===== config.mk =====
export PLATFORM = sky130hd
export DESIGN_NAME = fxp_alu_seq
export DESIGN_NICKNAME = d
export VERILOG_FILES = /design/src/rtl/fxp_alu_seq.sv
export SDC_FILE = /design/constraint.sdc
export NUM_CORES = 1
export LEC_CHECK = 0
export ABC_AREA = 1
export CAP_MARGIN = 20
export CORE_MARGIN = 5
export CORE_UTILIZATION = 40
export CTS_BUF_LIST = sky130_fd_sc_hd__clkbuf_2
export DETAILED_ROUTE_END_ITERATION = 8
export HOLD_SLACK_MARGIN = 0.12
export PLACE_DENSITY = 0.69
export SLEW_MARGIN = 15
export SYNTH_ARGS = -nofsm -noshare
export SYNTH_HDL_FRONTEND = slang
export SYNTH_SLANG_ARGS = --single-unit

===== constraint.sdc =====
create_clock -name clk -period 6.5 [get_ports clk]
set_input_delay 0.65 -clock clk [delete_from_list [all_inputs] [get_ports clk]]
set_output_delay 0.65 -clock clk [all_outputs]
set_load 0.01 [all_outputs]

===== src/rtl/fxp_alu_seq.sv =====
// Sign-magnitude fixed-point arithmetic unit with a start/done handshake.
// Add/sub finish in one execute cycle. Multiply is a W-step shift-add.
// Divide is a (W+FRAC_W)-step restoring division.
//
// Ports:
//   clk, reset          clock (rising edge), asynchronous active-high reset
//   start, S            request (sampled in IDLE only); op: 00 add, 01 sub, 10 mul, 11 div
//   sign_bit_a/b        operand signs (1 = negative)
//   int_part_a/b        operand integer magnitudes
//   frac_part_a/b       operand fraction magnitudes
//   sign_bit_result     result sign (never set for a zero magnitude)
//   int_part_result     result integer magnitude
//   frac_part_result    result fraction magnitude
//   overflow            result magnitude did not fit in W bits
//   div_by_zero         division with a zero divisor
//   busy                high while executing
//   done                one-cycle completion pulse
module fxp_alu_seq #(
    parameter int unsigned INT_W    = 8,
    parameter int unsigned FRAC_W   = 8,
    parameter bit          SATURATE = 1'b1
) (
    input  logic              clk,
    input  logic              reset,
    input  logic              start,
    input  logic [1:0]        S,
    input  logic              sign_bit_a,
    input  logic [INT_W-1:0]  int_part_a,
    input  logic [FRAC_W-1:0] frac_part_a,
    input  logic              sign_bit_b,
    input  logic [INT_W-1:0]  int_part_b,
    input  logic [FRAC_W-1:0] frac_part_b,
    output logic              sign_bit_result,
    output logic [INT_W-1:0]  int_part_result,
    output logic [FRAC_W-1:0] frac_part_result,
    output logic              overflow,
    output logic              div_by_zero,
    output logic              busy,
    output logic              done
);

    localparam int unsigned W     = INT_W + FRAC_W;
    localparam int unsigned L     = W + FRAC_W;
    localparam int unsigned CNT_W = $clog2(L + 1);

    typedef enum logic [1:0] {StIdle, StExec, StDone} state_e;

    state_e             state_q, state_d;
    logic [1:0]         op_q;
    logic               sa_q, sb_q;
    logic [W-1:0]       ma_q, mb_q;
    logic [CNT_W-1:0]   cnt_q;
    logic [2*W-1:0]     prod_q;
    logic [W-1:0]       rem_q;
    logic [L-1:0]       quo_q;
    logic               sign_q, ovf_q, dbz_q;
    logic [W-1:0]       mag_q;

    logic [W-1:0]       ma_in, mb_in;
    logic [CNT_W-1:0]   cnt_load;
    logic               last;

    assign ma_in = {int_part_a, frac_part_a};
    assign mb_in = {int_part_b, frac_part_b};
    assign last  = (cnt_q == CNT_W'(1));

    always_comb begin
        unique case (S)
            2'b10:   cnt_load = CNT_W'(W);
            2'b11:   cnt_load = (mb_in == '0) ? CNT_W'(1) : CNT_W'(L);
            default: cnt_load = CNT_W'(1);
        endcase
    end

    // One iteration of the multiplier: conditionally add Ma into the upper half,
    // then shift the whole product/multiplier register right.
    logic [W:0]     mul_sum;
    logic [2*W-1:0] prod_step;
    // One iteration of restoring division: shift in the next dividend bit.
    logic [W:0]     rem_sh;
    logic           rem_ge;
    logic [W-1:0]   rem_step;
    logic [L-1:0]   quo_step;

    always_comb begin
        mul_sum   = {1'b0, prod_q[2*W-1:W]} + (prod_q[0] ? {1'b0, ma_q} : '0);
        prod_step = {mul_sum, prod_q[W-1:1]};
        rem_sh    = {rem_q, quo_q[L-1]};
        rem_ge    = (rem_sh >= {1'b0, mb_q});
        rem_step  = rem_ge ? W'(rem_sh - {1'b0, mb_q}) : rem_sh[W-1:0];
        quo_step  = {quo_q[L-2:0], rem_ge};
    end

    // Result of the operation, valid on the last execute cycle.
    logic [W:0]   sum;
    logic         eff_sb;
    logic [W-1:0] raw_mag, res_mag;
    logic         raw_sign, res_sign, res_ovf, res_dbz;

    always_comb begin
        sum      = {1'b0, ma_q} + {1'b0, mb_q};
        eff_sb   = sb_q ^ op_q[0];
        raw_mag  = '0;
        raw_sign = sa_q ^ sb_q;
        res_ovf  = 1'b0;
        res_dbz  = 1'b0;
        unique case (op_q)
            2'b10: begin
                raw_mag = prod_step[W+FRAC_W-1:FRAC_W];
                res_ovf = |prod_step[2*W-1:W+FRAC_W];
            end
            2'b11: begin
                if (mb_q == '0) begin
                    res_dbz = 1'b1;
                    raw_mag = SATURATE ? '1 : '0;
                end else begin
                    raw_mag = quo_step[W-1:0];
                    res_ovf = |quo_step[L-1:W];
                end
            end
            default: begin
                if (sa_q == eff_sb) begin
                    raw_mag  = sum[W-1:0];
                    res_ovf  = sum[W];
                    raw_sign = sa_q;
                end else if (ma_q >= mb_q) begin
                    raw_mag  = ma_q - mb_q;
                    raw_sign = sa_q;
                end else begin
                    raw_mag  = mb_q - ma_q;
                    raw_sign = eff_sb;
                end
            end
        endcase
        res_mag  = (res_ovf && SATURATE) ? '1 : raw_mag;
        res_sign = (res_mag == '0) ? 1'b0 : raw_sign;
    end

    always_comb begin
        state_d = state_q;
        unique case (state_q)
            StIdle:  if (start) state_d = StExec;
            StExec:  if (last) state_d = StDone;
            StDone:  state_d = StIdle;
            default: state_d = StIdle;
        endcase
    end

    always_ff @(posedge clk or posedge reset) begin
        if (reset) begin
            state_q <= StIdle;
            op_q    <= '0;
            sa_q    <= 1'b0;
            sb_q    <= 1'b0;
            ma_q    <= '0;
            mb_q    <= '0;
            cnt_q   <= '0;
            prod_q  <= '0;
            rem_q   <= '0;
            quo_q   <= '0;
            sign_q  <= 1'b0;
            mag_q   <= '0;
            ovf_q   <= 1'b0;
            dbz_q   <= 1'b0;
        end else begin
            state_q <= state_d;
            unique case (state_q)
                StIdle: begin
                    if (start) begin
                        op_q   <= S;
                        sa_q   <= sign_bit_a;
                        sb_q   <= sign_bit_b;
                        ma_q   <= ma_in;
                        mb_q   <= mb_in;
                        cnt_q  <= cnt_load;
                        prod_q <= {{W{1'b0}}, mb_in};
                        rem_q  <= '0;
                        quo_q  <= {ma_in, {FRAC_W{1'b0}}};
                    end
                end
                StExec: begin
                    cnt_q  <= cnt_q - CNT_W'(1);
                    prod_q <= prod_step;
                    rem_q  <= rem_step;
                    quo_q  <= quo_step;
                    if (last) begin
                        sign_q <= res_sign;
                        mag_q  <= res_mag;
                        ovf_q  <= res_ovf;
                        dbz_q  <= res_dbz;
                    end
                end
                default: ;
            endcase
        end
    end

    assign sign_bit_result  = sign_q;
    assign int_part_result  = mag_q[W-1:FRAC_W];
    assign frac_part_result = mag_q[FRAC_W-1:0];
    assign overflow         = ovf_q;
    assign div_by_zero      = dbz_q;
    assign busy             = (state_q == StExec);
    assign done             = (state_q == StDone);

endmodule


Word level (Yosys, flattened, before mapping). Index checks and enable logic that the tools add are counted.

Logic and storage cells: 75. Input port bits: 39. Flip-flop bits (word level): 134.

Add/sub/neg operators: 6. Equal/unequal tests: 10. Reduce and logical (&&, ||, !) cells: 12. Bitwise operators: 2. Multiplexer cells: 29. Order comparisons: 2.

Operators by type and width (number): 2-to-1 mux 16 bit (7); case mux 16 bit (2 select lines) (2); case mux 32 bit (2 select lines) (1); logical NOT 16 bit (3); case mux 24 bit (2 select lines) (1); subtractor 16 bit (3); adder 16 x 16 -> 17 bit (2); 2-to-1 mux 32 bit (1); 2-to-1 mux 24 bit (1); case mux 5 bit (2 select lines) (2); greater-or-equal comparator 17 x 16 -> 1 bit (1); greater-or-equal comparator 16 bit (1); OR reduction 8 bit (2); == test 2 bit (second input constant) (5); 2-to-1 mux 5 bit (2); 2-to-1 mux 1 bit (8); AND reduction 2 bit (4); == test 5 x 1 -> 1 bit (second input constant) (1); subtractor 5 x 1 -> 5 bit (second input constant) (1); 2-to-1 mux 2 bit (2); case mux 2 bit (2 select lines) (1); == test 2 x 1 -> 1 bit (second input constant) (1); logical NOT 2 bit (1); != test 2 x 1 -> 1 bit (second input constant) (1); other kinds (6) (7).

Longest topological paths before layout. Gate-level depths: netlist (run 1).

Depth after elaboration: 7. Depth in mapped cells: 25.

Worst setup path after synthesis (run 1). No wires, ideal clock.

Kind: reg-to-reg. From: reg prod_q[0]. To: reg sign_q (netlist: sign_bit_result). Library setup time: 0.116 ns. Setup slack: 3.910 ns. Arrival time: 2.474 ns. Data required time: 6.384 ns. Stages on the path, launching flop included: 22. Path buffers: 1. Cell sequence: dfrtp_1 > clkbuf_1 > nand2_1 > inv_1 > ha_1 > fa_1 > nand3_1 > nand3_1 > nand2_1 > nand2_1 > a21oi_1 > nand3_1 > nor2_1 > nand2_1 > nand2_1 > nand3_2 > nor2_1 > nand2_1 > nor2_1 > nand2_1 > nand2_1 > nand2_1.

Word-level cells in the longest chain between the ends: 7.

Ends and longest elaborated chain: from (decl) (RTL line 53) `logic [2*W-1:0] prod_q;`; from (signal assigned) (RTL line 176) `prod_q <= {{W{1'b0}}, mb_in};`; from (signal assigned) (RTL line 183) `prod_q <= prod_step;`; 2-to-1 mux 16 bit * (RTL line 86) `mul_sum = {1'b0, prod_q[2*W-1:W]} + (prod_q[0] ? {1'b0, ma_q} : '0);`; adder 16 x 16 -> 17 bit * (RTL line 86); OR reduction 8 bit (RTL line 110) `res_ovf = |prod_step[2*W-1:W+FRAC_W];`; case mux 1 bit (2 select lines) (RTL line 107) `unique case (op_q)`; 2-to-1 mux 16 bit * (RTL line 135) `res_mag = (res_ovf && SATURATE) ? '1 : raw_mag;`; logical NOT 16 bit * (RTL line 136) `res_sign = (res_mag == '0) ? 1'b0 : raw_sign;`; 2-to-1 mux 1 bit * (RTL line 136); to (signal assigned) (RTL line 187) `sign_q <= res_sign;`; to (decl) (RTL line 56) `logic sign_q, ovf_q, dbz_q;`.

Every way passes the cells marked *; elsewhere a longest branch is shown, timed or not. A chain may end at the register's enable or synchronous reset.

Final worst setup path (run 1).
From: reg prod_q[0]. To: reg mag_q[15].

Word-level cells in the longest chain between the ends: 5.

Ends and longest elaborated chain: 2-to-1 mux 16 bit * (RTL line 86); adder 16 x 16 -> 17 bit * (RTL line 86); OR reduction 8 bit (RTL line 110); case mux 1 bit (2 select lines) (RTL line 107); 2-to-1 mux 16 bit * (RTL line 135); to (signal assigned) (RTL line 188) `mag_q <= res_mag;`; to (decl) (RTL line 57) `logic [W-1:0] mag_q;`.

Marked as above.

==> qor.csv, run 1 <==
stage,metric,value,unit
sta,fin_setup_tns,0,ps
logic_synthesis,synth-compound-area-share,13.4,%
logic_synthesis,ys_seq_area_share,30.9,%
clock_tree,cts.clk_slew.worst_paths,270,ps
route,dr.pass1.iters,6,
cells_and_area,final_cell_mix,"nand2_1, inv_1, dfrtp_1",
route,wirelength,35.6,mm
setup_path,rrSetupSlack,2740,ps
logic_synthesis,syn_inst,1608,
logic_synthesis,async_reset_ff_share,100,%
global_route,grt_remaining_overflow,0,
logic_synthesis,synthAdderAreaFrac,10.3,%
setup_path,critPathKind,flip-flop to flip-flop,
clock_tree,ctsLongestPathBuffers,2,
logic_synthesis,ys_types,56,
setup_path,timing.critical_path.from,prod_q[0]$_DFFE_PP0P_,
clock_tree,root_buffer,clkbuf_2,
placed_design,port_buffers,59,
run,drv_cap,0,
setup_path,setup.worst_path.end_class,flip-flop,
sta,slew_headroom,42.3,%
placed_design,dp_cells,1965,
cells_and_area,fin_nets,1768,
logic_synthesis,synth_top_area_share,30.9,%
logic_synthesis,syn_area_per_cell,6.74,um^2
logic_synthesis,synth-simple-area-share,31.7,%
global_route,grt_pass1_vias,10100,
sta,rsz0062_at_grt,no,
global_route,grt_antenna_before_repair,2,
floorplanning,io_pins,60,
setup_path,crit_top_cell,nand2_1,
setup_path,critPathMaxStageDelay,710,ps
global_route,grt_pass1_wl,56.1,mm
placed_design,gp_congestion,1.02,
cells_and_area,fin_area,11800,um^2
clock_tree,cts_tree,yes,
sta,fin_crit_sh,57.8,%
setup_path,required,7080,ps
logic_synthesis,synth_edf_count,0,
route,drcViolationCount,0,
global_route,grt.total_usage,23.1,%
route,route.vias.total,10800,
clock_tree,cts_buffers,17,
setup_path,cp.arrival,4340,ps
logic_synthesis,ys_top_cells_by_area,"dfrtp_1, nand2_1, ha_1",
setup_path,cp-endpoint,mag_q[15]$_DFFE_PP0P_,
sta,clock.fmax,0.266,GHz
route,wl_per_cell,17.8,um
logic_synthesis,yosys_register_bits,134,
floorplanning,rows,60,
sta,fin_ws,2740,ps
setup_path,reg2regPathDepth,16,
clock_tree,postCtsResizedCells,0,
logic_synthesis,synth_top_family_by_area,simple AND/OR/NAND/NOR gates,
setup_path,r2r-start,prod_q[0]$_DFFE_PP0P_,
setup_path,critPathMaxFanout,17,
sta,hold_viol_final,0,
cells_and_area,final_common_cell,nand2_1,
logic_synthesis,synth_nets,1733,
clock_tree,cts_max_level,4,
floorplanning,coreArea,26800,um^2
sta,slew_violations,0,
setup_path,path_cells,"nand2_1, inv_1, ha_1, fa_1, nand3_1, nand3_1, nand2_1, nand2_1, a21oi_1, nand3_1, nor2_1, nand2_1, nand2_1, nand3_2, nor2_2, a31oi_1",
clock_tree,cts_sinks,134,
logic_synthesis,synth_top_area_cell,dfrtp_1,
route,drt_iter0_drc,1208,
route,avgViaCountPerCell,5.42,
floorplanning,fp.dieH,175,um
logic_synthesis,synth_area,10800,um^2
logic_synthesis,yosys_warnings,0,
outcome,status,"complete, no violations",
logic_synthesis,synth.mux.area_fraction,0,%
logic_synthesis,synth_ff_type,dfrtp_1,
cells_and_area,fillers,2755,
setup_path,crit_path_start_kind,flip-flop,
floorplanning,dieArea,30500,um^2
setup_path,r2r-end,mag_q[15]$_DFFE_PP0P_,
clock_tree,post_cts_buffers,0,
floorplanning,die_x,175,um
floorplanning,start_util,40.4,%
cells_and_area,syn_to_final_growth,9.22,%
placed_design,pre_cts_ws,2820,ps
setup_path,cpMaxStageDelayCell,dfrtp_1,
route,ant_nets,0,
cells_and_area,drive_above_1_share,5.25,%
sta,skew,57.1,ps
sta,worstMarginPinSlew,858,ps
placed_design,dpl-instance-area,11600,um^2
sta,setup_viol,0,
global_route,grt_max_degree,69,
logic_synthesis,synthXorXnorAreaFrac,2.97,%
sta,period_needed,3760,ps
clock_tree,cts_hold_buffers,0,
placed_design,dp_hpwl,28.0,mm
worst_hold_path,hold_path.class,input port to async pin,
cells_and_area,stdcell_count,1998,
clock_tree,clk_latency,750,ps
## metal layers
metal  GRT usage [%]  routed length, um  up-vias
met5               0                 13        -
met4            7.92               1260        2
met3            3.70               2760       89
met2            34.9              15300      483
met1            33.6              16200     5052
li1                -                  -     5210
## synthesized netlist by cell type (5+ instances only)
| master | number |
|---|---|
| a21oi_1 | 79 |
| nor4_1 | 6 |
| o21ai_0 | 99 |
| nand4_1 | 22 |
| fa_1 | 5 |
| o211ai_1 | 20 |
| nand2_1 | 564 |
| inv_2 | 8 |
| clkbuf_1 | 28 |
| nand2_2 | 13 |
| o22ai_1 | 10 |
| a21o_1 | 5 |
| o221ai_1 | 8 |
| buf_2 | 7 |
| ha_1 | 81 |
| buf_6 | 10 |
| a31oi_1 | 9 |
| dfrtp_1 | 134 |
| xnor2_1 | 11 |
| inv_1 | 220 |
| nor2_1 | 101 |
| nand3_1 | 87 |
| xor2_1 | 22 |
## critical path, delay by kind of cell (launching register included)
kind | cells | cell delay, ps
and+or+nand+nor | 11 | 1800
DFF | 1 | 710
adders and majority gates | 2 | 690
AOI/OAI and AO/OA | 2 | 370
buffers and inverters | 1 | 60
## how the worst min path moves through the flow
| stage | end |
|---|---|
| after floorplan | prod_q[1]$_DFFE_PP0P_ |
| after global placement | prod_q[7]$_DFFE_PP0P_ |
| after detailed placement | prod_q[4]$_DFFE_PP0P_ |
| after CTS | cnt_q[2]$_DFFE_PP0P_ |
| after global routing | cnt_q[2]$_DFFE_PP0P_ |
| final | cnt_q[2]$_DFFE_PP0P_ |
## final cells by class
class	instances	area [um^2]	share of cell area, %
Antenna cell	1	2.50	0.0211
Clock buffer	18	90.1	0.761
Clock inverter	14	119	1.00
Inverter	231	875	7.39
Multi-Input combinational cell	1192	6320	53.4
Sequential cell	134	3350	28.3
Tap cell	341	427	3.60
Timing Repair Buffer	67	651	5.50
## logic make-up (layout without fill, tap and decap cells)
family | count (synthesis) | in the layout
AO/OA/AOI/OAI | 251 | 251
XOR/XNOR | 35 | 35
adder cells (fa/ha/maj) | 86 | 86
buffers and inverters | 282 | 330
flip-flops | 134 | 134
other | 0 | 1
AND/OR/NAND/NOR | 820 | 820
## flip-flops by register name, indices dropped and copies added (netlist names), 2 cells and up
register  flops
cnt_q         5
ma_q         16
mag_q        16
mb_q         16
op_q          2
prod_q       32
quo_q        24
rem_q        16
state_q       2
## per-stage QoR
stage | hold slack, ps | util, %
after floorplan | 452 | -
after global placement | 464 | 43.4
after detailed placement | 470 | 43.4
after CTS | 290 | 44.2
after global routing | 285 | 44.2
final | 306 | 44.2
Power of run 1 is not shown: default switching activity piles up to over one toggle a cycle in this logic, so the estimate is an artifact.
==> inputs of run 2 (changes only) <==
- clock period: 6.5 -> 3.65 ns (I/O delays scaled with it)
==> run 2 against run 1 <==
Clock skew up 18 ps. Critical path depth is 5 higher. Fmax is 12% higher. Die area unchanged. Setup slack got worse by 2400 ps.
==> qor.csv, run 2 (synthesis results as in run 1) <==
stage,metric,value,unit
cells_and_area,final_cell_mix,"nand2_1, inv_1, dfrtp_1",
clock_tree,root_buffer,clkbuf_2,
clock_tree,cts_sinks,134,
floorplanning,dieArea,30500,um^2
worst_hold_path,hold_path.class,input port to flip-flop,
setup_path,setup.worst_path.end_class,flip-flop,
cells_and_area,fin_nets,1780,
cells_and_area,insertedDiodeCount,0,
route,avgViaCountPerCell,5.39,
worst_hold_path,min_delay_path_depth,3,
cells_and_area,seqCellArea,3350,um^2
global_route,grt_max_degree,72,
clock_tree,cts_tree,yes,
global_route,grt.total_usage,23.4,%
cells_and_area,largest_reg_flops,32,
cells_and_area,top_register,prod_q,
floorplanning,die_x,175,um
clock_tree,ctsLongestPathBuffers,2,
floorplanning,io_pins,60,
setup_path,r2r-end,sign_bit_result$_DFFE_PP0P_,
clock_tree,cts.clk_slew.worst_paths,240,ps
sta,hold_viol_final,0,
global_route,grt_pass1_vias,10400,
placed_design,pre_cts_ws,44.2,ps
setup_path,crit_path_start_kind,flip-flop,
clock_tree,cts_max_level,4,
sta,worstMarginPinSlew,842,ps
sta,fin_ws,302,ps
cells_and_area,drive_above_1_share,5.70,%
setup_path,reg2regPathDepth,21,
placed_design,dp_hpwl,28.7,mm
floorplanning,coreArea,26800,um^2
sta,fin_setup_tns,0,ps
floorplanning,start_util,40.4,%
worst_hold_path,min_from,frac_part_b[6],
cells_and_area,syn_to_final_growth,10.8,%
run,drv_cap,0,
placed_design,gp_congestion,1.03,
floorplanning,rows,60,
route,drcViolationCount,0,
sta,fin_crit_sh,91.7,%
global_route,grt_remaining_overflow,0,
route,wirelength,36.1,mm
clock_tree,cts_buffers,17,
floorplanning,fp.dieH,175,um
global_route,grt_pass1_wl,56.8,mm
setup_path,critPathMaxFanout,17,
sta,slew_violations,0,
clock_tree,clk_latency,810,ps
sta,slew_headroom,43.5,%
setup_path,r2r-start,prod_q[0]$_DFFE_PP0P_,
setup_path,critPathKind,flip-flop to flip-flop,
cells_and_area,multi_input_area,6330,um^2
cells_and_area,largest_registers,"prod_q (32), quo_q (24)",
sta,skew,75.3,ps
sta,rsz0062_at_grt,no,
route,dr.pass1.iters,5,
setup_path,rrSetupSlack,300,ps
route,ant_nets,0,
worst_hold_path,hold_end,prod_q[6]$_DFFE_PP0P_,
route,route.vias.total,10800,
sta,setup_viol,0,
route,drt_iter0_drc,1002,
cells_and_area,final_common_cell,nand2_1,
placed_design,port_buffers,59,
setup_path,cp.arrival,4050,ps
sta,fin_hold_ws,167,ps
cells_and_area,fillers,2781,
sta,clock.fmax,0.299,GHz
sta,period_needed,3350,ps
outcome,status,"complete, no violations",
route,wl_per_cell,18.0,um
setup_path,required,4350,ps
global_route,grt_antenna_before_repair,0,
run 2: worst max-delay path by stage:
stage | startpoint | end | slack, ps
finish | prod_q[0]$_DFFE_PP0P_ | sign_bit_result$_DFFE_PP0P_ | 300
global route | prod_q[0]$_DFFE_PP0P_ | sign_bit_result$_DFFE_PP0P_ | 30
CTS | prod_q[0]$_DFFE_PP0P_ | mag_q[2]$_DFFE_PP0P_ | 280
detailed placement | prod_q[0]$_DFFE_PP0P_ | mag_q[15]$_DFFE_PP0P_ | 40
global placement | prod_q[0]$_DFFE_PP0P_ | mag_q[15]$_DFFE_PP0P_ | 70
floorplan | prod_q[0]$_DFFE_PP0P_ | sign_bit_result$_DFFE_PP0P_ | 1060
run 2: what timing repair did:
item	in CTS	in global routing
endpoints found under the setup margin	2	1
gates resized for setup	1	1
setup buffers	0	0
endpoints found under the hold margin	27	0
hold buffers	4	0
run 2: critical path, stage by stage, from the launching register on:
cell	delay (ps)
dfrtp_2	690
nand2_1	250
inv_1	120
ha_1	290
nand2_1	150
inv_1	50
a21oi_1	140
nand2_1	130
nand2_1	120
nand3b_1	90
nand2_1	110
nand2_1	80
nor2_1	90
nand2_1	70
nand2_1	110
nand3_2	140
nor2_1	250
nand3_1	120
nor2_1	110
nand2_1	50
nand2_1	50
nand2_1	40
run 2: final cells by class:
class                   instances  share of cell area, %
well taps                     341                   3.55
clock inverters                13                   1.44
inverters                     231                   7.27
clock buffers                  18                  0.750
multi-input cells            1192                   52.7
repair buffers                 79                   6.36
flip-flops and latches        134                   27.9
run 2: routing by layer:
metal	GRT usage, %	routed length (um)
met1	33.6	16600
met2	35.6	15600
met3	4.00	2540
met4	8.77	1340
met5	0	0
run 2: per-stage QoR:
| stage | cells | area (um^2) | utilization [%] |
|---|---|---|---|
| 6_report | 2008 | 12000 | 44.8 |
| 5_1_grt | 2008 | 12000 | 44.8 |
| 4_1_cts | 2008 | 12000 | 44.8 |
| 3_5_place_dp | 1973 | 11700 | 43.7 |
| 3_3_place_gp | 1973 | 11700 | 43.7 |
| 2_1_floorplan | 1608 | 10800 | - |
Power of run 2 is left out for the same reason.
